### src/rtl/mat_pkg.sv
// Shared types and helpers for the mat_result_streamer slice.
package mat_pkg;

  localparam int unsigned DefaultDataWidth = 32;

  typedef logic [DefaultDataWidth-1:0] elem_t;

  typedef enum logic [1:0] {
    StIdle,
    StStream,
    StCsum
  } stream_state_e;

  // Index width that stays legal for a dimension of 1.
  function automatic int unsigned idx_w(int unsigned n);
    return (n > 1) ? $clog2(n) : 1;
  endfunction

endpackage

### src/rtl/mat_idx_counter.sv
// Row-major row/column counter: col advances first and wraps into the next row;
// the position after the final element wraps back to [0][0].
module mat_idx_counter
  import mat_pkg::*;
#(
  parameter int unsigned N_ROWS    = 4,
  parameter int unsigned N_COLUMNS = 4,
  localparam int unsigned RowW     = idx_w(N_ROWS),
  localparam int unsigned ColW     = idx_w(N_COLUMNS)
) (
  input  logic            clk_i,
  input  logic            reset_i,
  input  logic            advance_i,
  output logic [RowW-1:0] row_o,
  output logic [ColW-1:0] col_o,
  output logic            at_last_o,
  output logic [RowW-1:0] nxt_row_o,
  output logic [ColW-1:0] nxt_col_o,
  output logic            nxt_last_o
);

  localparam logic [RowW-1:0] LastRow = RowW'(N_ROWS - 1);
  localparam logic [ColW-1:0] LastCol = ColW'(N_COLUMNS - 1);

  logic [RowW-1:0] row_q, row_d;
  logic [ColW-1:0] col_q, col_d;
  logic [RowW-1:0] nxt_row;
  logic [ColW-1:0] nxt_col;

  always_comb begin
    nxt_row = row_q;
    nxt_col = col_q;
    if (col_q == LastCol) begin
      nxt_col = '0;
      nxt_row = (row_q == LastRow) ? '0 : row_q + RowW'(1);
    end else begin
      nxt_col = col_q + ColW'(1);
    end
  end

  always_comb begin
    row_d = row_q;
    col_d = col_q;
    if (advance_i) begin
      row_d = nxt_row;
      col_d = nxt_col;
    end
  end

  always_ff @(posedge clk_i) begin
    if (reset_i) begin
      row_q <= '0;
      col_q <= '0;
    end else begin
      row_q <= row_d;
      col_q <= col_d;
    end
  end

  assign row_o      = row_q;
  assign col_o      = col_q;
  assign nxt_row_o  = nxt_row;
  assign nxt_col_o  = nxt_col;
  assign at_last_o  = (row_q == LastRow) && (col_q == LastCol);
  assign nxt_last_o = (nxt_row == LastRow) && (nxt_col == LastCol);

endmodule

### src/rtl/mat_result_streamer.sv
// Snapshots mat_out on a rising mult_done and drains it as a row-major valid/ready stream.
// Define MAT_STREAM_CHECKSUM_EN to append a modular-sum checksum beat to every frame.
module mat_result_streamer
  import mat_pkg::*;
#(
  parameter int unsigned N_ROWS     = 4,
  parameter int unsigned N_COLUMNS  = 4,
  parameter int unsigned DATA_WIDTH = DefaultDataWidth,
  localparam int unsigned RowW      = idx_w(N_ROWS),
  localparam int unsigned ColW      = idx_w(N_COLUMNS)
) (
  input  logic                                             clk,
  input  logic                                             reset,
  input  logic                                             mult_done,
  input  logic [N_ROWS-1:0][N_COLUMNS-1:0][DATA_WIDTH-1:0] mat_out,
  output logic                                             out_valid,
  input  logic                                             out_ready,
  output logic [DATA_WIDTH-1:0]                            out_data,
  output logic [RowW-1:0]                                  out_row,
  output logic [ColW-1:0]                                  out_col,
  output logic                                             out_last,
  output logic                                             busy,
  output logic                                             overrun
);

  localparam int unsigned Numel = N_ROWS * N_COLUMNS;
  localparam int unsigned IdxW  = idx_w(Numel);

  stream_state_e          state_q, state_d;
  logic                   done_q;
  logic                   out_valid_q, out_valid_d;
  logic [DATA_WIDTH-1:0]  out_data_q, out_data_d;
  logic                   out_last_q, out_last_d;
  logic                   busy_q, busy_d;
  logic                   overrun_q, overrun_d;
  logic [DATA_WIDTH-1:0]  snap_q [Numel];
  logic [DATA_WIDTH-1:0]  snap_d [Numel];

  logic                   trigger, accept, capture, finish, advance;
  logic [RowW-1:0]        cnt_row, cnt_nxt_row;
  logic [ColW-1:0]        cnt_col, cnt_nxt_col;
  logic                   cnt_at_last, cnt_nxt_last;
  logic [IdxW-1:0]        cur_idx, nxt_idx;
  logic                   cur_elem_last, nxt_elem_last;

  mat_idx_counter #(
    .N_ROWS    (N_ROWS),
    .N_COLUMNS (N_COLUMNS)
  ) u_idx (
    .clk_i      (clk),
    .reset_i    (reset),
    .advance_i  (advance),
    .row_o      (cnt_row),
    .col_o      (cnt_col),
    .at_last_o  (cnt_at_last),
    .nxt_row_o  (cnt_nxt_row),
    .nxt_col_o  (cnt_nxt_col),
    .nxt_last_o (cnt_nxt_last)
  );

  assign trigger = mult_done & ~done_q;
  assign accept  = out_valid_q & out_ready;
  assign cur_idx = IdxW'(cnt_row) * IdxW'(N_COLUMNS) + IdxW'(cnt_col);
  assign nxt_idx = IdxW'(cnt_nxt_row) * IdxW'(N_COLUMNS) + IdxW'(cnt_nxt_col);

`ifdef MAT_STREAM_CHECKSUM_EN
  logic [DATA_WIDTH-1:0] csum;

  always_comb begin
    csum = '0;
    for (int i = 0; i < Numel; i++) begin
      csum = csum + snap_q[i];
    end
  end

  // The checksum beat carries out_last, so no matrix element does.
  assign cur_elem_last = cnt_at_last & 1'b0;
  assign nxt_elem_last = cnt_nxt_last & 1'b0;
`else
  assign cur_elem_last = cnt_at_last;
  assign nxt_elem_last = cnt_nxt_last;
`endif

  always_comb begin
    state_d     = state_q;
    out_valid_d = out_valid_q;
    out_data_d  = out_data_q;
    out_last_d  = out_last_q;
    busy_d      = busy_q;
    overrun_d   = overrun_q;
    snap_d      = snap_q;
    capture     = 1'b0;
    finish      = 1'b0;
    advance     = 1'b0;

    unique case (state_q)
      StIdle: begin
        capture = trigger;
      end
      StStream: begin
        if (!out_valid_q) begin
          // First beat of a frame: snapshot landed last cycle, present [0][0].
          out_valid_d = 1'b1;
          out_data_d  = snap_q[cur_idx];
          out_last_d  = cur_elem_last;
        end else if (accept) begin
          advance = 1'b1;
          if (!cnt_at_last) begin
            out_data_d = snap_q[nxt_idx];
            out_last_d = nxt_elem_last;
          end else begin
`ifdef MAT_STREAM_CHECKSUM_EN
            out_data_d = csum;
            out_last_d = 1'b1;
            state_d    = StCsum;
`else
            finish = 1'b1;
`endif
          end
        end
      end
`ifdef MAT_STREAM_CHECKSUM_EN
      StCsum: begin
        finish = accept;
      end
`endif
      default: begin
        state_d = StIdle;
      end
    endcase

    if (finish) begin
      out_valid_d = 1'b0;
      out_last_d  = 1'b0;
      busy_d      = 1'b0;
      state_d     = StIdle;
      capture     = trigger;
    end

    if (capture) begin
      for (int r = 0; r < N_ROWS; r++) begin
        for (int c = 0; c < N_COLUMNS; c++) begin
          snap_d[r * N_COLUMNS + c] = mat_out[r][c];
        end
      end
      busy_d  = 1'b1;
      state_d = StStream;
    end

    if (trigger && busy_q && !finish) begin
      overrun_d = 1'b1;
    end
  end

  always_ff @(posedge clk) begin
    if (reset) begin
      state_q     <= StIdle;
      done_q      <= 1'b0;
      out_valid_q <= 1'b0;
      out_data_q  <= '0;
      out_last_q  <= 1'b0;
      busy_q      <= 1'b0;
      overrun_q   <= 1'b0;
      for (int i = 0; i < Numel; i++) begin
        snap_q[i] <= '0;
      end
    end else begin
      state_q     <= state_d;
      done_q      <= mult_done;
      out_valid_q <= out_valid_d;
      out_data_q  <= out_data_d;
      out_last_q  <= out_last_d;
      busy_q      <= busy_d;
      overrun_q   <= overrun_d;
      for (int i = 0; i < Numel; i++) begin
        snap_q[i] <= snap_d[i];
      end
    end
  end

  assign out_valid = out_valid_q;
  assign out_data  = out_data_q;
  assign out_row   = cnt_row;
  assign out_col   = cnt_col;
  assign out_last  = out_last_q;
  assign busy      = busy_q;
  assign overrun   = overrun_q;

endmodule

### config.mk
export PLATFORM = sky130hd
export DESIGN_NAME = mat_result_streamer
export DESIGN_NICKNAME = d
export VERILOG_FILES = /design/src/rtl/mat_pkg.sv /design/src/rtl/mat_idx_counter.sv /design/src/rtl/mat_result_streamer.sv
export SDC_FILE = /design/constraint.sdc
export NUM_CORES = 2
export LEC_CHECK = 0
export ABC_AREA = 1
export ABC_CLOCK_PERIOD_IN_PS = 6490
export CORE_MARGIN = 3
export CORE_UTILIZATION = 55
export CTS_CLUSTER_DIAMETER = 30
export DETAILED_ROUTE_END_ITERATION = 8
export PLACE_DENSITY = 0.84
export SLEW_MARGIN = 5
export SYNTH_ARGS = -nofsm -noshare
export SYNTH_HDL_FRONTEND = slang
export SYNTH_SLANG_ARGS = --single-unit
### constraint.sdc
create_clock -name clk -period 6.49 [get_ports clk]
set_clock_uncertainty 0.1 [all_clocks]
set_input_delay 1.298 -clock clk [delete_from_list [all_inputs] [get_ports clk]]
set_output_delay 1.298 -clock clk [all_outputs]
set_load 0.01 [all_outputs]
==> results_tabular.tex <==
\begin{tabular}{lr}
\hline
Metric & Value \\
\hline
\multicolumn{2}{l}{\textbf{Min path}} \\
\quad Endpoint with the worst hold slack & snap\_q[313] \\
\quad HP Start & snap\_q[313] \\
\quad Classification of the worst-slack hold path & flop to flop \\
\quad Worst hold path depth & 2 \\
\multicolumn{2}{l}{\textbf{Synthesis}} \\
\quad Largest family of logic cells by synthesized area & simple AND/OR/NAND/NOR gates \\
\quad FFs w/ async S/R, synth & 0\% \\
\quad Most used flip-flop cell after synthesis & sky130\_fd\_sc\_hd\_\_dfxtp\_1 \\
\quad Xor and xnor fraction of the mapped netlist area & 0\% \\
\quad Library cell with the highest instance count after synthesis & sky130\_fd\_sc\_hd\_\_nand2\_1 \\
\quad Post-Syn Instances & 4,541 \\
\quad Area of the mapped netlist & 0.0290 sq mm \\
\quad Number of register bits inferred by synthesis & 553 \\
\quad Fraction of the yosys area taken by sequential cells & 38.1\% \\
\quad Share of cell area taken by muxes after synthesis & 0\% \\
\quad Most numerous cell types in the synthesized netlist & 898 x sky130\_fd\_sc\_hd\_\_nand2\_1, 685 x sky130\_fd\_sc\_hd\_\_nand3\_1, 682 x sky130\_fd\_sc\_hd\_\_o21ai\_0, 674 x sky130\_fd\_sc\_hd\_\_a21oi\_1, 553 x sky130\_fd\_sc\_hd\_\_dfxtp\_1 \\
\quad Cell types with the largest area share after synthesis & sky130\_fd\_sc\_hd\_\_dfxtp\_1 38\%, sky130\_fd\_sc\_hd\_\_nand3\_1 12\%, sky130\_fd\_sc\_hd\_\_o21ai\_0 12\%, sky130\_fd\_sc\_hd\_\_a21oi\_1 12\%, sky130\_fd\_sc\_hd\_\_nand2\_1 12\% \\
\quad Area share of the largest cell type after synthesis & 38.1\% \\
\quad Number of different library cells in the post-synthesis netlist & 22 \\
\quad Synth Area in Compound Gates & 24.4\% \\
\quad Count of yosys warnings during synthesis & 0 \\
\quad Area leader, netlist & sky130\_fd\_sc\_hd\_\_dfxtp\_1 \\
\quad Area share of and/or/nand/nor cells after synthesis & 24.8\% \\
\quad Syn nets & 5,062 \\
\quad Mean post-synth cell area & 6.40 sq um \\
\quad Count of flip-flops with a built-in enable after synthesis & 0 \\
\quad Post-synthesis adder-cell area fraction & 0.215\% \\
\multicolumn{2}{l}{\textbf{Cells and area}} \\
\quad Filler cell count & 4,018 \\
\quad Final Instance Count excl. Fillers & 5,667 \\
\quad Layout cells sized above 1 & 5.42\% \\
\quad Footprint of the multi-input gates & 0.0144 sq mm \\
\quad Area used by sequential logic in the layout & 0.0111 sq mm \\
\quad Relative area change from synthesis to final layout & 32.6\% \\
\quad Final \#Nets & 5,385 \\
\multicolumn{2}{l}{\textbf{GRT}} \\
\quad Aggregate global routing overflow & 0 \\
\quad Initial antenna violation count & 25 \\
\quad Largest net degree at the start of global routing & 217 \\
\quad Vias in the first global route & 31.5k \\
\quad Wire length of the first global-routing pass & 179,000 um \\
\quad GRT Overall Usage & 40.3\% \\
\multicolumn{2}{l}{\textbf{Timing}} \\
\quad Setup violation total in the final timing report & 0 \\
\quad Setup Total Neg Slack & 0 ns \\
\quad Max-slew headroom & 21.0\% \\
\quad Post-layout worst setup margin & 2.23 ns \\
\quad Number of hold violations in the final report & 0 \\
\quad Maximum frequency from static timing analysis & 0.235 GHz \\
\quad Final count of pins violating max slew & 0 \\
\quad Min cycle time layout & 4.26 ns \\
\quad Actual transition at the worst max-transition pin & 1.18 ns \\
\quad Setup repair after global routing missed its margin & false \\
\quad Hold WS & 0.367 ns \\
\quad Period Utilization, post-route & 65.7\% \\
\multicolumn{2}{l}{\textbf{Routing}} \\
\quad DR DRC count & 0 \\
\quad Number of vias in the routed layout & 33.9k \\
\quad Post-detailed-route count of antenna-violating nets & 0 \\
\quad Per-cell routed wire length & 20.9 um \\
\quad Via/cell ratio & 5.98 \\
\quad Sum of routed wire length over all layers & 119,000 um \\
\quad First-pass DRT Iterations & 9 \\
\quad Violation count after the first detailed-routing iteration & 5,300 \\
\multicolumn{2}{l}{\textbf{Place}} \\
\quad Worst slack at placement & 2.36 ns \\
\quad \# placed instances & 5,423 \\
\quad Dpl hpwl & 75,200 um \\
\quad Number of buffers inserted by port buffering & 555 \\
\quad Final RePlAce weighted congestion & 0.957 \\
\multicolumn{2}{l}{\textbf{Die}} \\
\quad Die W & 236 um \\
\quad Chip Height & 236 um \\
\quad Number of top-level pins & 556 \\
\quad Core region area & 0.0518 sq mm \\
\quad Initial core utilization & 56.0\% \\
\quad Area of the die & 0.0556 sq mm \\
\quad Site row count & 83 \\
\multicolumn{2}{l}{\textbf{Setup path}} \\
\quad Arrival time reported for the critical path endpoint & 4.65 ns \\
\quad Source of the critical timing path & u\_idx.col\_o[0] \\
\quad Crit path launch type & flop \\
\quad Cell breakdown of the critical path & inv\_4 -> ha\_4 -> inv\_4 -> buf\_4 -> nand3\_1 -> nand3\_1 -> nand3\_1 -> nand3\_1 -> nand2\_1 -> a21oi\_1 \\
\quad RR Endpoint & out\_data[13] \\
\quad Data required time at the worst endpoint & 6.88 ns \\
\quad Worst-path cell with the longest stage delay & sky130\_fd\_sc\_hd\_\_ha\_4 \\
\quad Largest stage delay, worst path & 1.03 ns \\
\quad R2R Path Start & u\_idx.col\_o[0] \\
\quad Depth of the worst register-to-register path & 10 \\
\quad Kind of critical path & flop to flop \\
\quad Most frequent CP cell & sky130\_fd\_sc\_hd\_\_nand3\_1 \\
\quad Kind of end point of the critical path & flop \\
\quad Maximum net fanout on the critical path & 79 \\
\quad Reg-to-reg slack, setup & 2.23 ns \\
\multicolumn{2}{l}{\textbf{Power}} \\
\quad Switching power total & 3.22 mW \\
\quad Total power & 12.0 mW \\
\quad Switching share of power & 26.8\% \\
\quad PD cells & 312 mW/mm\^{}2 \\
\quad P\_int & 8.80 mW \\
\quad Clock power share & 53.4\% \\
\quad Pleak & 15.8 nW \\
\quad Reg power frac & 32.1\% \\
\quad VDD IR max & 0.000245 V \\
\quad Gate power share & 14.5\% \\
\multicolumn{2}{l}{\textbf{Flow run}} \\
\quad Max-capacitance violation count & 0 \\
\multicolumn{2}{l}{\textbf{CTS}} \\
\quad Number of H-tree levels & 3 \\
\quad Post-CTS Hold Buffers & 0 \\
\quad Insertion delay of the later-clocked pin in the worst-skew pair & 0.66 ns \\
\quad Num CTS Buffers & 119 \\
\quad Largest buffer count on any clock path & 3 \\
\quad Number of instances resized during post-cts repair & 0 \\
\quad Number of sinks handled by clock tree synthesis & 553 \\
\quad Post-CTS setup-driven buffer insertion count & 0 \\
\quad CTS tree & yes \\
\quad Clock slew seen by the registers of the worst setup and hold paths & 0.05 ns \\
\quad Root buf cell & sky130\_fd\_sc\_hd\_\_clkbuf\_16 \\
\multicolumn{2}{l}{\textbf{Outcome}} \\
\quad Outcome & finished, final reports clean \\
\hline
\end{tabular}
==> state kept, by name, indices dropped and copies added, names as in the netlist <==
name,count
snap_q,512
out_data,32
u_idx.col_o,2
u_idx.row_o,2
busy,1
done_q,1
out_last,1
out_valid,1
overrun,1
==> placed cells by master, fill, tap and decap left out, types with 2 or more instances in the layout <==
master	netlist	layout
sky130_fd_sc_hd__inv_2	10	7
sky130_fd_sc_hd__dfxtp_4	0	3
sky130_fd_sc_hd__buf_4	4	29
sky130_fd_sc_hd__clkbuf_8	0	16
sky130_fd_sc_hd__ha_1	5	4
sky130_fd_sc_hd__o21ai_1	28	28
sky130_fd_sc_hd__bufinv_16	0	21
sky130_fd_sc_hd__clkinvlp_4	0	15
sky130_fd_sc_hd__diode_2	0	20
sky130_fd_sc_hd__clkbuf_1	204	17
sky130_fd_sc_hd__nor2_1	97	97
sky130_fd_sc_hd__clkbuf_16	0	121
sky130_fd_sc_hd__inv_4	0	3
sky130_fd_sc_hd__buf_12	0	9
sky130_fd_sc_hd__dfxtp_1	553	548
sky130_fd_sc_hd__clkdlybuf4s50_1	0	555
sky130_fd_sc_hd__o21ai_0	682	682
sky130_fd_sc_hd__nand3_1	685	685
sky130_fd_sc_hd__inv_1	491	489
sky130_fd_sc_hd__o211ai_1	14	14
sky130_fd_sc_hd__dfxtp_2	0	2
sky130_fd_sc_hd__nand2_1	898	896
sky130_fd_sc_hd__clkinv_2	0	24
sky130_fd_sc_hd__a21oi_1	674	674
sky130_fd_sc_hd__inv_6	0	9
sky130_fd_sc_hd__nand2_4	0	2
sky130_fd_sc_hd__o21a_1	8	8
==> how the worst max path moves through the flow <==
stage          depth (start not counted)      endpoint
2_1_floorplan                         14  out_data[19]
3_3_place_gp                          10   snap_q[424]
3_5_place_dp                          10   snap_q[489]
4_1_cts                                2    out_col[0]
5_1_grt                               10  out_data[13]
6_report                              10  out_data[13]
==> metrics by stage <==
step	area (sq um)	util, %
6_report	38500	74.3
3_3_place_gp	34200	66.0
2_1_floorplan	29000	-
4_1_cts	38500	74.2
3_5_place_dp	34200	66.0
5_1_grt	38500	74.3
==> worst max-delay path: cells and delay by family (launching register included) <==
kind | cells | cell delay (ns)
buffers and inverters | 3 | 1.48
AND/OR/NAND/NOR | 5 | 0.66
adder cells (fa/ha/maj) | 1 | 1.03
flip-flops | 1 | 0.64
AO/OA/AOI/OAI | 1 | 0.06
==> cells by family after synthesis <==
family / after synthesis
and+or+nand+nor: 1684
DFF: 553
AOI/OAI and AO/OA: 1407
adders and majority gates: 5
buffers and inverters: 892
==> per-layer routing <==
layer,vias up,global-route usage (%),wire length [um]
met5,-,0,103
met4,14,21.7,6490
met3,405,11.8,15800
met2,2434,61.1,51900
met1,15348,51.8,44200
li1,15703,-,-
==> final cells by class <==
class                           count  share of cell area (%)
Sequential cell                   553                    28.8
Inverter                          501                    4.92
Clock buffer                      154                    8.60
Timing Repair Buffer              593                    15.5
Tap cell                          680                    2.21
Multi-Input combinational cell   3096                    37.4
Clock inverter                     70                    2.50
Antenna cell                       20                   0.130
==> power groups by stage <==
| stage | registers [mW] | logic (mW) | clock network [mW] |
|---|---|---|---|
| final | 3.86 | 1.75 | 6.41 |
| after global routing | 3.88 | 1.91 | 6.60 |
| after CTS | 3.85 | 1.70 | 6.41 |
| after detailed placement | 3.91 | 1.68 | 0 |
| after global placement | 3.90 | 1.66 | 0 |
| after floorplan | 3.87 | 0.962 | 0 |
(Power assumes the default switching activity.)
